<file path="config.mk">
export PLATFORM = sky130hd
export DESIGN_NAME = mc_control
export DESIGN_NICKNAME = d
export VERILOG_FILES = /design/src/rtl/mc_control.sv
export SDC_FILE = /design/constraint.sdc
export NUM_CORES = 1
export LEC_CHECK = 0
export BUFFER_PORTS_ARGS = -buffer_cell sky130_fd_sc_hd__buf_2
export CORE_MARGIN = 2
export CORE_UTILIZATION = 35
export CTS_CLUSTER_SIZE = 40
export DETAILED_ROUTE_END_ITERATION = 7
export MAX_ROUTING_LAYER = met4
export REMOVE_ABC_BUFFERS = 1
export SLEW_MARGIN = 25
export SYNTH_ARGS = -nofsm -noshare
export SYNTH_HDL_FRONTEND = slang
export SYNTH_SLANG_ARGS = --single-unit
</file>
<file path="constraint.sdc">
create_clock -name clk -period 1.9 [get_ports clk]
set_input_delay 0.38 -clock clk [delete_from_list [all_inputs] [get_ports clk]]
set_output_delay 0.38 -clock clk [all_outputs]
set_load 0.005 [all_outputs]
</file>
<file path="src/rtl/mc_control.sv">
// mc_control: multi-cycle main control FSM for the MISR2000 CPU
module mc_control #(
    parameter logic [5:0] ADD_OP = 6'b001000
) (
    input  logic       clk,
    input  logic       rst,
    input  logic [5:0] Opcode,
    input  logic       Zero,
    input  logic       Neg,
    input  logic       mem_ready,
    output logic       MemRead,
    output logic       MemWrite,
    output logic       Byte,
    output logic       IorD,
    output logic       IRWrite,
    output logic       PCWrite,
    output logic       RegWrite,
    output logic       RegDst,
    output logic       MemtoReg,
    output logic       ALUSrcA,
    output logic [1:0] ALUSrcB,
    output logic [5:0] ALUOp,
    output logic [1:0] PCSource,
    output logic       illegal,
    output logic [3:0] state
);
    typedef enum logic [3:0] {
        FETCH = 4'd0, DECODE = 4'd1, MEMADR = 4'd2, MEMRD = 4'd3,
        MEMWB = 4'd4, MEMWR = 4'd5, REXEC = 4'd6, RWB = 4'd7,
        BRANCH = 4'd8, JUMP = 4'd9, IEXEC = 4'd10, IWB = 4'd11
    } state_t;

    localparam logic [5:0] RTYPE = 6'b000000, LW = 6'b100011, LB = 6'b100000,
                           SW = 6'b101011, SB = 6'b101000, BEQ = 6'b000100,
                           BNE = 6'b000101, BLE = 6'b111010, BGT = 6'b111011,
                           JMP = 6'b000010, ADDI = 6'b001000, ANDI = 6'b001100,
                           ORI = 6'b001101, SLTI = 6'b001010, XORI = 6'b001110;

    state_t cur, nxt;
    logic   is_mem, is_br, is_imm, taken;

    assign state  = cur;
    assign is_mem = Opcode inside {LW, LB, SW, SB};
    assign is_br  = Opcode inside {BEQ, BNE, BLE, BGT};
    assign is_imm = Opcode inside {ADDI, ANDI, ORI, SLTI, XORI};
    assign taken  = (Opcode == BEQ) ? Zero :
                    (Opcode == BNE) ? !Zero :
                    (Opcode == BLE) ? (Zero | Neg) : (!Zero & !Neg);

    // state register; reset aborts any instruction in flight
    always_ff @(posedge clk or posedge rst) begin
        if (rst) cur <= FETCH;
        else     cur <= nxt;
    end

    // next state and datapath controls; write enables are masked while in reset
    always_comb begin
        nxt      = cur;
        MemRead  = 1'b0;
        MemWrite = 1'b0;
        Byte     = 1'b0;
        IorD     = 1'b0;
        IRWrite  = 1'b0;
        PCWrite  = 1'b0;
        RegWrite = 1'b0;
        RegDst   = 1'b0;
        MemtoReg = 1'b0;
        ALUSrcA  = 1'b0;
        ALUSrcB  = 2'b00;
        ALUOp    = 6'b000000;
        PCSource = 2'b00;
        illegal  = 1'b0;
        case (cur)
            FETCH: begin
                MemRead = 1'b1;
                ALUSrcB = 2'b01;
                ALUOp   = ADD_OP;
                IRWrite = mem_ready;
                PCWrite = mem_ready;
                nxt     = mem_ready ? DECODE : FETCH;
            end
            DECODE: begin
                ALUSrcB = 2'b11;
                ALUOp   = ADD_OP;
                nxt     = (Opcode == RTYPE) ? REXEC :
                          is_mem ? MEMADR :
                          is_br ? BRANCH :
                          (Opcode == JMP) ? JUMP :
                          is_imm ? IEXEC : FETCH;
                illegal = !((Opcode == RTYPE) || is_mem || is_br || (Opcode == JMP) || is_imm);
            end
            MEMADR: begin
                ALUSrcA = 1'b1;
                ALUSrcB = 2'b10;
                ALUOp   = Opcode;
                nxt     = (Opcode == LW || Opcode == LB) ? MEMRD : MEMWR;
            end
            MEMRD: begin
                MemRead = 1'b1;
                IorD    = 1'b1;
                Byte    = (Opcode == LB);
                nxt     = mem_ready ? MEMWB : MEMRD;
            end
            MEMWB: begin
                RegWrite = 1'b1;
                MemtoReg = 1'b1;
                nxt      = FETCH;
            end
            MEMWR: begin
                MemWrite = 1'b1;
                IorD     = 1'b1;
                Byte     = (Opcode == SB);
                nxt      = mem_ready ? FETCH : MEMWR;
            end
            REXEC: begin
                ALUSrcA = 1'b1;
                nxt     = RWB;
            end
            RWB: begin
                RegWrite = 1'b1;
                RegDst   = 1'b1;
                nxt      = FETCH;
            end
            IEXEC: begin
                ALUSrcA = 1'b1;
                ALUSrcB = 2'b10;
                ALUOp   = Opcode;
                nxt     = IWB;
            end
            IWB: begin
                RegWrite = 1'b1;
                nxt      = FETCH;
            end
            BRANCH: begin
                ALUSrcA  = 1'b1;
                ALUOp    = Opcode;
                PCSource = 2'b01;
                PCWrite  = taken;
                nxt      = FETCH;
            end
            JUMP: begin
                PCWrite  = 1'b1;
                PCSource = 2'b10;
                nxt      = FETCH;
            end
            default: nxt = FETCH;
        endcase
        if (rst) begin
            PCWrite  = 1'b0;
            IRWrite  = 1'b0;
            RegWrite = 1'b0;
            MemWrite = 1'b0;
        end
    end
endmodule

</file>
==> flow_metrics.tcl <==
set metrics [dict create \
    drv_slew 0 \
    cts_sinks 4 \
    worstSkewPairLatency_ps 230 \
    fin_tns_setup_ps -315 \
    placed_area_um2 1060 \
    start_util_pct 37.7 \
    fp.dieW_um 50.4 \
    critPathLaunchType "flip-flop" \
    syn_to_final_growth_pct 49.9 \
    hp-class "primary input to asynchronous set/reset pin" \
    yosysWarnings 0 \
    dp_cells 185 \
    yosys.area_share.simple_pct 44.1 \
    relSlewSlack_pct 77.3 \
    final_area_um2 1130 \
    routed_wirelength_um 2520 \
    peakVddDrop_mv 0.400 \
    h-tree-depth 1 \
    period_minus_slack_ps 2070 \
    place.gp.congestion 0.875 \
    synth_top_cell_by_area "dfrtp_1" \
    synth_most_common_cell "nor2_1" \
    numCtsBuffers 3 \
    worst-path-max-fanout 2 \
    finalHoldViolations 0 \
    synth.avg_cell_area_um2 6.62 \
    seq_power_share_pct 15.3 \
    dpl_worst_slack_ps -199 \
    synthArstFlopShare_pct 100 \
    antenna_found_initial 0 \
    fmax_ghz 0.483 \
    synth_fa_ha_area_share_pct 0 \
    yosysTopAreaCellShare_pct 13.3 \
    pin_count 36 \
    p_leak_uw 0.000523 \
    fin_crit_sh_pct 109 \
    drive_gt1_share_pct 42.9 \
    multiInputGateArea_um2 613 \
    worstPathRequired_ps 1520 \
    endpoint_kind "output port" \
    seq_area_frac_synth_pct 13.3 \
    holdBufCountCts 0 \
    vias_per_cell 5.55 \
    grt_pass1_vias 974 \
    synth_cells 114 \
    layout.nets 176 \
    p_sw_share_pct 44.1 \
    p_int_uw 483 \
    yosys.cell_types.count 41 \
    critPathKind "flip-flop to output port" \
    ant_nets 0 \
    dr.pass1.iters 4 \
    grt_pass1_wl_um 4410 \
    synthFlopType "dfrtp_1" \
    wl_per_cell_um 13.2 \
    n_antenna_cell 0 \
    p_clk_share_pct 11.7 \
    core_area_um2 2000 \
    arrival_ps 1690 \
    grt_overflow 0 \
    clk_path_buf_depth 2 \
    drt-initial-drc-count 19 \
    clkSlewWorstSetupHoldPaths_ps 40 \
    n_fill_cell 221 \
    outcome "finished, violations left" \
    switchingPower_uw 381 \
    synthMuxAreaShare_pct 2.82 \
    syn-cell-area_um2 754 \
    regArea_um2 103 \
    fp.dieH_um 50.4 \
    p_per_area_nw_per_um2 764 \
    ys_ff_latch 4 \
    synth_top_family_by_area "simple AND/OR/NAND/NOR gates" \
    setup_violations 2 \
    fin_ws_ps -169 \
    grt_max_degree 17 \
    drcViolationCount 0 \
    numPortBuffers 35 \
    tritoncts "done" \
    synth_common_cells "nor2_1 (15), nand2b_1 (9), nor3_1 (7)" \
    whs_ps 96.6 \
    cts_root_buffer "clkbuf_4" \
    row_count 16 \
    stdcell_count 190 \
    largest_reg_flops 4 \
    synth_compound_area_share_pct 28.2 \
    clock_skew_ps 0.273 \
    dieArea_um2 2540 \
    maxCapViolations 0 \
    track_usage_pct 22.6 \
    synth.area.top_cells "dfrtp_1 (13%), nand2b_1 (7.5%), nor2_1 (7.5%)" \
    hpwl_um 1970 \
    rsz0062_at_grt "yes" \
    p_comb_share_pct 72.9 \
    vias 1054 \
    violations "setup timing" \
    synth_edf_count 0 \
    worstMarginPinSlew_ps 338 \
    synth_xor_area_share_pct 2.32 \
]
-- path summary, 6_finish.rpt --
check	to	start	cells after the start	slack (ps)
max	PCWrite	state[3]	5	-170
min	state[0]	rst	2	100
max reg2reg	state[0]	state[1]	5	400
min reg2reg	state[2]	state[3]	2	680
max in group asynchronous	state[2]	rst	2	1610
min in group clk	state[0]	mem_ready	3	510
-- area by class of cell --
class | count | share of cell area (%)
Multi-Input combinational cell | 94 | 54.2
Timing Repair Buffer | 56 | 29.8
Sequential cell | 4 | 9.07
Tap cell | 27 | 2.99
Clock buffer | 3 | 1.99
Inverter | 6 | 1.99
-- power groups by stage --
stage	Sequential (µW)	Combinational [µW]	Clock, µW
2_1_floorplan	168	270	0
3_3_place_gp	130	584	0
3_5_place_dp	129	590	0
4_1_cts	132	604	105
5_1_grt	137	696	115
6_report	132	630	102
-- per-layer routing --
| layer | up-vias | part of all wire (%) | global-route usage (%) |
|---|---|---|---|
| met5 | - | 0 | - |
| met4 | 0 | 0.48 | 8.11 |
| met3 | 2 | 5.0 | 1.79 |
| met2 | 41 | 46 | 35.3 |
| met1 | 484 | 49 | 30.6 |
| li1 | 527 | - | - |
-- what timing repair did --
item                                    4_1_cts  5_1_grt
cloned                                        0        0
setup buffers                                 0        2
gates resized for setup                       3        5
endpoints found under the setup margin        9       10
hold endpoints to repair                      0        0
pin swaps                                     3        0
-- worst max-delay path, cell delays in order, from the launching register on --
cell	delay, ps
dfrtp_1	360
or3b_4	410
a2111oi_4	320
a21oi_1	90
a31oi_2	150
buf_2	140
-- logic make-up after synthesis --
group                     Yosys count
muxes                               2
and+or+nand+nor                    61
DFF                                 4
xor gates and xnor gates            2
AOI/OAI and AO/OA                  29
buffers and inverters              16
-- through the flow --
| step | power (µW) | util (%) |
|---|---|---|
| after CTS | 841 | 54.8 |
| after detailed placement | 719 | 52.9 |
| after floorplan | 439 | - |
| final | 864 | 56.5 |
| after global placement | 713 | 52.9 |
| after global routing | 947 | 56.5 |
-- cells in the final DEF (no fill, tap or decap), drive strengths merged, types with 3 or more instances in the layout --
master	instances
buf	56
dfrtp	4
o21ai	3
o22ai	3
a31oi	5
nand2	5
nor4	6
clkbuf	3
inv	6
nor3	7
nand2b	9
a21oi	5
and2	4
nor2	15
(Power assumes the default switching activity.)
